`src/rtl/ex_mem_resolve.sv`:
```
// -----------------------------------------------------------------------------
// ex_mem_resolve
//
// Consumer side of the execute stage in the 16-bit pipeline. It registers EX
// results into the EX/MEM latch and owns the architectural N/Z/V flag
// register, which is fed back to EX as flagsOut. It resolves B/JAL/JR using
// the registered flags and the EX target address, and it issues a one-cycle
// PC redirect. Wrong-path slots are squashed by a flush counter. HLT is
// latched as a sticky halt.
//
// Ports:
//   clk, rst            clock, asynchronous active-high reset
//   valid_in            EX holds a real instruction
//   stall               MEM back-pressure; every register holds
//   pc, instr           PC and encoding of the EX instruction
//   aluResult           EX ALU result
//   targetAddr          EX branch/jump target
//   flags, flagEn       EX flags {N,Z,V} and per-bit write mask (bit0 = V)
//   reg2In, dstIn       store data, destination register
//   regWrIn, memWrIn, memRdIn   control bits from decode
//   flagsOut            architectural flag register, back to EX
//   redirect            one-cycle redirect pulse to fetch
//   redirectPC          redirect target
//   flush               high while wrong-path slots are still being squashed
//   mem_*               EX/MEM latch contents
//   halted              sticky halt
// -----------------------------------------------------------------------------
module ex_mem_resolve #(
    parameter int unsigned FLUSH_CYCLES = 2,
    parameter logic [3:0]  OP_B         = 4'hC,
    parameter logic [3:0]  OP_JAL       = 4'hD,
    parameter logic [3:0]  OP_JR        = 4'hE,
    parameter logic [3:0]  OP_HLT       = 4'hF
) (
    input  logic        clk,
    input  logic        rst,
    input  logic        valid_in,
    input  logic        stall,
    input  logic [15:0] pc,
    input  logic [15:0] instr,
    input  logic [15:0] aluResult,
    input  logic [15:0] targetAddr,
    input  logic [2:0]  flags,
    input  logic [2:0]  flagEn,
    input  logic [15:0] reg2In,
    input  logic [3:0]  dstIn,
    input  logic        regWrIn,
    input  logic        memWrIn,
    input  logic        memRdIn,
    output logic [2:0]  flagsOut,
    output logic        redirect,
    output logic [15:0] redirectPC,
    output logic        flush,
    output logic        mem_valid,
    output logic [15:0] mem_instr,
    output logic [15:0] mem_result,
    output logic [15:0] mem_storeData,
    output logic [3:0]  mem_dst,
    output logic        mem_regWr,
    output logic        mem_memWr,
    output logic        mem_memRd,
    output logic        halted
);

    localparam logic [2:0] FLUSH_LOAD = 3'(FLUSH_CYCLES);

    // Branch condition evaluation against the flag register {N,Z,V}.
    function automatic logic cond_met(input logic [2:0] cond, input logic [2:0] f);
        logic n_s;
        logic z_s;
        logic v_s;
        logic res_s;
        n_s = f[2];
        z_s = f[1];
        v_s = f[0];
        case (cond)
            3'b000:  res_s = ~z_s;
            3'b001:  res_s = z_s;
            3'b010:  res_s = ~z_s & ~n_s;
            3'b011:  res_s = n_s;
            3'b100:  res_s = z_s | ~n_s;
            3'b101:  res_s = z_s | n_s;
            3'b110:  res_s = v_s;
            3'b111:  res_s = 1'b1;
            default: res_s = 1'b0;
        endcase
        return res_s;
    endfunction

    logic [3:0] opcode_s;
    logic       adv_s;
    logic       acc_s;
    logic       squash_s;
    logic       is_hlt_s;
    logic       is_jal_s;
    logic       xfer_s;
    logic       taken_s;
    logic [2:0] cnt_r;
    logic [2:0] cnt_next_s;
    logic [2:0] flags_next_s;

    // Decode, advance/accept qualification and control-transfer resolution.
    always_comb begin
        opcode_s = instr[15:12];
        adv_s    = ~stall;
        // Acceptance needs the squash window closed and no halt in effect.
        acc_s    = adv_s & valid_in & (cnt_r == 3'd0) & ~halted;
        // A squash consumes only real instructions. Bubbles leave the count alone.
        squash_s = adv_s & valid_in & (cnt_r != 3'd0);
        is_hlt_s = (opcode_s == OP_HLT);
        is_jal_s = (opcode_s == OP_JAL);
        if (opcode_s == OP_B) begin
            // Uses the pre-update flags, so a B never sees its own flag write.
            xfer_s = cond_met(instr[11:9], flagsOut);
        end else if ((opcode_s == OP_JAL) || (opcode_s == OP_JR)) begin
            xfer_s = 1'b1;
        end else begin
            xfer_s = 1'b0;
        end
        taken_s = acc_s & xfer_s;
    end

    // Next squash count: reload on a taken transfer, otherwise count squashed slots.
    always_comb begin
        if (taken_s) begin
            cnt_next_s = FLUSH_LOAD;
        end else if (squash_s) begin
            cnt_next_s = cnt_r - 3'd1;
        end else begin
            cnt_next_s = cnt_r;
        end
    end

    // Masked flag merge for an accepted instruction.
    always_comb begin
        if (acc_s) begin
            flags_next_s = (flagsOut & ~flagEn) | (flags & flagEn);
        end else begin
            flags_next_s = flagsOut;
        end
    end

    // Architectural state: flags, squash counter, redirect and halt.
    always_ff @(posedge clk or posedge rst) begin
        if (rst) begin
            flagsOut   <= 3'b000;
            cnt_r      <= 3'd0;
            flush      <= 1'b0;
            redirect   <= 1'b0;
            redirectPC <= 16'h0000;
            halted     <= 1'b0;
        end else begin
            flagsOut <= flags_next_s;
            cnt_r    <= cnt_next_s;
            flush    <= (cnt_next_s != 3'd0);
            // taken_s already implies !stall, so the pulse drops after one
            // cycle even when MEM stalls.
            redirect <= taken_s;
            if (taken_s) begin
                redirectPC <= targetAddr;
            end else begin
                redirectPC <= redirectPC;
            end
            if (acc_s && is_hlt_s) begin
                halted <= 1'b1;
            end else begin
                halted <= halted;
            end
        end
    end

    // EX/MEM latch. Data holds when no instruction is accepted, and control
    // bits are cleared so that a dropped slot has no side effects downstream.
    always_ff @(posedge clk or posedge rst) begin
        if (rst) begin
            mem_valid     <= 1'b0;
            mem_instr     <= 16'h0000;
            mem_result    <= 16'h0000;
            mem_storeData <= 16'h0000;
            mem_dst       <= 4'h0;
            mem_regWr     <= 1'b0;
            mem_memWr     <= 1'b0;
            mem_memRd     <= 1'b0;
        end else if (adv_s) begin
            mem_valid <= acc_s;
            if (acc_s) begin
                mem_instr     <= instr;
                mem_result    <= is_jal_s ? (pc + 16'd1) : aluResult;
                mem_storeData <= reg2In;
                mem_dst       <= dstIn;
                // HLT travels down the pipe as an inert marker.
                mem_regWr     <= regWrIn & ~is_hlt_s;
                mem_memWr     <= memWrIn & ~is_hlt_s;
                mem_memRd     <= memRdIn & ~is_hlt_s;
            end else begin
                mem_regWr <= 1'b0;
                mem_memWr <= 1'b0;
                mem_memRd <= 1'b0;
            end
        end else begin
            mem_valid <= mem_valid;
        end
    end

endmodule

```
`config.mk`:
```
export PLATFORM = sky130hd
export DESIGN_NAME = ex_mem_resolve
export DESIGN_NICKNAME = d
export VERILOG_FILES = /design/src/rtl/ex_mem_resolve.sv
export SDC_FILE = /design/constraint.sdc
export NUM_CORES = 1
export LEC_CHECK = 0
export BUFFER_PORTS_ARGS = -buffer_cell sky130_fd_sc_hd__buf_4
export CORE_UTILIZATION = 40
export DETAILED_ROUTE_END_ITERATION = 12
export GPL_ROUTABILITY_DRIVEN = 1
export PLACE_DENSITY = 0.74
export SETUP_SLACK_MARGIN = 0.1
export SYNTH_ARGS = -nofsm -noshare
export SYNTH_HDL_FRONTEND = slang
export SYNTH_SLANG_ARGS = --single-unit
```
`constraint.sdc`:
```
create_clock -name clk -period 2.8 [get_ports clk]
set_input_delay 0.56 -clock clk [delete_from_list [all_inputs] [get_ports clk]]
set_output_delay 0.56 -clock clk [all_outputs]
set_load 0.005 [all_outputs]
```
* Word level (Yosys, flattened, before mapping)
Cells that the tools add are included.
** Word-level totals
- Bits in registers :: 81
- Output and inout port bits :: 78
- Logic and storage cells :: 63
** Operators by class
- Add/sub/neg operators :: 2
- Eq/ne operators :: 11
- Mux-type cells :: 9
- Bitwise logic cells :: 20
- Reductions and logical operators :: 7
** Operator list (number)
- $add A16 B1 Y16 const B :: 1
- $eq A4 B4 Y1 const B :: 4
- $mux W16 :: 1
- $eq A3 B3 Y1 const B :: 4
- $and A1 B1 Y1 :: 9
- $pmux W1 S8 :: 1
- $and A3 B3 Y3 :: 2
- $eq A3 B2 Y1 const B :: 2
- $logic_not A3 Y1 :: 2
- $mux W3 :: 2
- $reduce_bool A3 Y1 :: 2
- $mux W1 :: 5
- $not A1 Y1 :: 5
- $eq A3 B1 Y1 const B :: 1
- $not A3 Y3 :: 1
- $or A3 B3 Y3 :: 1
- $sub A3 B1 Y3 const B :: 1
- $or A1 B1 Y1 :: 2
- $reduce_and A2 Y1 :: 1
- $logic_and A1 B1 Y1 :: 1
- $logic_or A1 B1 Y1 :: 1

* Depth between registers and ports, before layout
- Depth after elaboration :: 7
- Gate-level depth with buffers :: 8

* Worst setup path after synthesis
No wires, ideal clock.
- Path type :: input port to flip-flop
- From :: input stall
- To :: register redirectPC[0]
- Data arrival time :: 1.750 ns
- Data required time :: 2.675 ns
- Slack :: 0.925 ns
- Stages on the path :: 6
- Path buffers :: 1
- Cell sequence :: nand2b_4 > nor3_4 > nand3_1 > a21oi_4 > buf_12 > mux2_4
** Between the ends
- Cells in the longest elaborated chain, start to end :: 5
** RTL lines
- start: declaration :: line 38 : input logic stall,
- $not A1 Y1 (no line)
- $and A1 B1 Y1 (3 in a row) :: line 107 : acc_s = adv_s & valid_in & (cnt_r == 3'd0) & ~halted;
- $and A1 B1 Y1 :: line 120 : taken_s = acc_s & xfer_s;
- end signal: assignment :: line 160 : redirectPC <= targetAddr;
- end signal: assignment :: line 162 : redirectPC <= redirectPC;
- end: declaration :: line 52 : output logic [15:0] redirectPC,
No other way between the ends.
A chain may end at the register's enable or synchronous reset.

* Worst setup path after layout
- From :: register cnt_r[0]
- To :: register mem_storeData[0]
** Between the ends
- Cells in the longest elaborated chain, start to end :: 4
** RTL lines
- start: declaration :: line 98 : logic [2:0] cnt_r;
- start signal: assignment :: line 154 : cnt_r <= cnt_next_s;
- $logic_not A3 Y1 :: line 107
- $and A1 B1 Y1 (2 in a row) :: line 107
- $reduce_and A2 Y1 (no line)
- end signal: assignment :: line 189 : mem_storeData <= reg2In;
- end: declaration :: line 57 : output logic [15:0] mem_storeData,
No other way between the ends.

==> reports/results.md <==
Status
• outcome: completed

Detailed routing
• Routed Antenna Nets: 0
• overall via count from detail_route: 3238
• Remaining DRCs: 0
• First-pass DRT Iterations: 4
• final wirelength: 9280 µm
• detail-routed via count per cell: 4.94
• first-iteration detailed-routing DRC count: 133
• wire length per cell after detailed routing: 14.2 µm

Logic synthesis
• netlist area before placement: 3640 µm²
• top cells by area in the synthesized netlist: dfrtp_1 (56%), nand2_1 (14%), mux2_4 (4.1%)
• count of state elements after synthesis: 81
• total number of yosys warnings: 0
• Cell variety after synth: 39
• share of the yosys chip area belonging to registers: 55.7%
• fraction of synthesized cell area taken by the top area cell type: 55.7%
• most frequent cell after synthesis: nand2_1
• proportion of synthesized flip-flops having asynchronous set or reset: 100%
• post-synthesis instance total: 370
• mean area per synthesized cell: 9.83 µm²
• number of nets in the synthesized netlist: 470
• most used standard cells in the synthesized netlist: nand2_1 (133), dfrtp_1 (81), o21ai_0 (19)
• number of enable flip-flop cells after synthesis: 0
• dominant register cell in the synthesized netlist: dfrtp_1
• most area-hungry cell type in the Yosys netlist: dfrtp_1

Timing
• final count of negative-setup-slack endpoints: 0
• minimum clock period after layout: 2.21 ns
• clock tree skew after final layout: 0.0107 ns
• setup repair after global routing missed its margin: false
• part of the cycle the worst path needs: 79.0%
• Final Hold Fails: 0
• setup_tns: 0 ns
• worst slew slack as a fraction of its limit: 43.9%
• Max Slew Vio Count: 0
• Max Fclk: 0.452 GHz
• Tightest Pin Transition: 0.842 ns

Placement
• HPWL after detailed placement: 6660 µm
• port buffer count: 174
• post-placement cell area: 5050 µm²
• final weighted congestion of routability-driven global placement: 0.792

Final layout
• nets@finish: 643
• cell area after layout: 5260 µm²
• share of final-layout standard cells stronger than drive strength 1: 40.4%
• filler cell count: 783
• antenna diode count: 0
• Layout Area Growth over Synthesis: 44.5%

Global routing
• GRT Total Usage: 20.0%
• antenna violations before repair: 0
• remaining global-route overflow: 0
• pin count of the biggest net entering global routing: 82
• global-route wire length before repair: 15400 µm
• number of global-route vias before repair: 3255

Floorplanning
• floorplan die width: 97.4 µm
• number of ports placed on the die boundary: 175
• core region area: 8760 µm²
• Die Ht: 97.4 µm
• floorplan row count: 34
• Die ar.: 9480 µm²
• initial standard-cell utilization of the core: 41.5%

Clock tree
• deepest level of the CTS H-tree: 3
• clock transition at the register clock pins on the worst setup and hold paths after CTS: 0.08 ns
• buffers inserted during post-CTS setup optimization: 0
• total of cells resized after clock tree synthesis: 0
• CTS tree: yes
• hold buffer count at cts: 0
• clk sink count: 81
• clock tree root driver cell: clkbuf_8
• maximum clock path buffer count: 2
• number of buffers added by the clock tree synthesis step: 9
• later-pin clock latency in the skew report: 0.34 ns

Power and ir drop
• power density of the placed cells: 486 nW/µm²
• part of the total power dissipated in sequential elements: 49.8%
• switch share: 24.1%
• share of power burned in combinational logic: 14.8%
• Psw: 0.000615 W
• leakage power of the design: 2.81 nW
• VDD IR max: 0.403 mV
• Internal Dissipation: 0.00194 W
• clock share of power: 35.4%

Worst setup path
• crit path kind: reg2reg
• Startpoint Class: register
• Worst Path Required: 3.03 ns
• endpoint kind of the worst setup timing path: register
• CP Data Arrival Time: 2.44 ns
• critical path fanouts, max: 45

Job
• max_cap viols: 0

Min path
• path class of the lowest-slack min-delay path: in2async

-- cell families (layout without fill, tap and decap cells) --
family	Yosys count	count (layout)	synth area share [%]
multiplexers	19	19	6.91
AO/OA/AOI/OAI	43	43	7.47
buffers and inverters	20	197	2.51
flip-flops	81	81	55.7
XOR/XNOR	15	15	3.61
AND/OR/NAND/NOR	189	189	22.7
adder cells (fa/ha/maj)	3	3	1.03
-- critical path, stage by stage (launching register included) --
cell and delay [ns]:
dfrtp_1 0.43, inv_1 0.10, ha_1 0.15, nand2b_1 0.12, or3_2 0.80, buf_4 0.33
nand2_1 0.08, nand2_1 0.05
-- final timing paths --
check / startpoint / endpoint / slack [ns] / cells past startpoint
worst max-delay path: cnt_r[0]$_DFF_PP0_ / mem_storeData[0]$_DFFE_PP0P_ / 0.59 / 7
worst min-delay path: rst / mem_storeData[3]$_DFFE_PP0P_ / 0.29 / 3
worst max register to register: cnt_r[0]$_DFF_PP0_ / mem_storeData[0]$_DFFE_PP0P_ / 0.59 / 7
worst min register to register: mem_storeData[13]$_DFFE_PP0P_ / mem_storeData[13]$_DFFE_PP0P_ / 0.48 / 2
max in group asynchronous: rst / asynchronous set/reset pin / 2.16 / 3
min in group clk: reg2In[6] / mem_storeData[6]$_DFFE_PP0P_ / 0.40 / 3
-- metrics by stage --
stage / total power [W] / instances / util (%) / setup WS, ns / hold slack, ns
after floorplan: 0.00144 / 370 / - / 0.160 / 0.450
after global placement: 0.00166 / 640 / 57.6 / 0.523 / 0.459
after detailed placement: 0.00167 / 640 / 57.6 / 0.507 / 0.463
after CTS: 0.00259 / 655 / 60.0 / 0.598 / 0.322
after global routing: 0.00268 / 655 / 60.0 / 0.454 / 0.323
final: 0.00255 / 655 / 60.0 / 0.588 / 0.292
-- sequential cells by signal, summed over array words and instances, names as in the netlist, named ones only --
| register | flops |
|---|---|
| mem_instr | 16 |
| mem_result | 16 |
| mem_storeData | 16 |
| redirectPC | 16 |
| mem_dst | 4 |
| cnt_r | 3 |
| flush | 1 |
| halted | 1 |
| mem_memRd | 1 |
| mem_memWr | 1 |
| mem_regWr | 1 |
| mem_valid | 1 |
| redirect | 1 |
-- area by class of cell --
class	instances	area [µm²]	area share (%)
Inverter	4	16.3	0.309
Sequential cell	81	2030	38.6
Clock inverter	5	81.3	1.55
Clock buffer	10	128	2.43
Tap cell	108	135	2.57
Timing Repair Buffer	178	1350	25.7
Multi-Input combinational cell	269	1520	28.9
-- routing by layer --
| layer | vias to the layer above | GRT usage (%) | part of all wire, % |
|---|---|---|---|
| met5 | - | 0 | 0 |
| met4 | 0 | 6.33 | 2.0 |
| met3 | 15 | 5.83 | 7.1 |
| met2 | 130 | 33.5 | 49 |
| met1 | 1526 | 25.0 | 42 |
| li1 | 1567 | - | - |
-- power groups by stage --
stage	registers (W)	logic (W)	clock network [W]
after floorplan	0.00129	0.000153	0
after global placement	0.00129	0.000365	0
after detailed placement	0.00129	0.000378	0
after CTS	0.00127	0.000380	0.000935
after global routing	0.00128	0.000420	0.000983
final	0.00127	0.000378	0.000905
-- placed cells by master (no fill, tap or decap), drive strengths merged --
master    instances
a211oi            1
and4              4
xnor2            10
nor2             18
nor3              4
a22oi             2
dfrtp            81
ha                3
or3               2
and2b             2
nand2           133
a21oi             9
clkinvlp          1
clkinv            3
nor2b             2
a32o              3
buf             178
nand3             8
o21a              1
mux2             19
xor2              5
a31oi             2
o21ai            23
nand2b            3
o31ai             1
bufinv            2
and3              5
inv               3
a311oi            1
nand3b            1
clkbuf           10
and2              2
nand4             5
No activity file was read; power rests on OpenSTA's default activity.
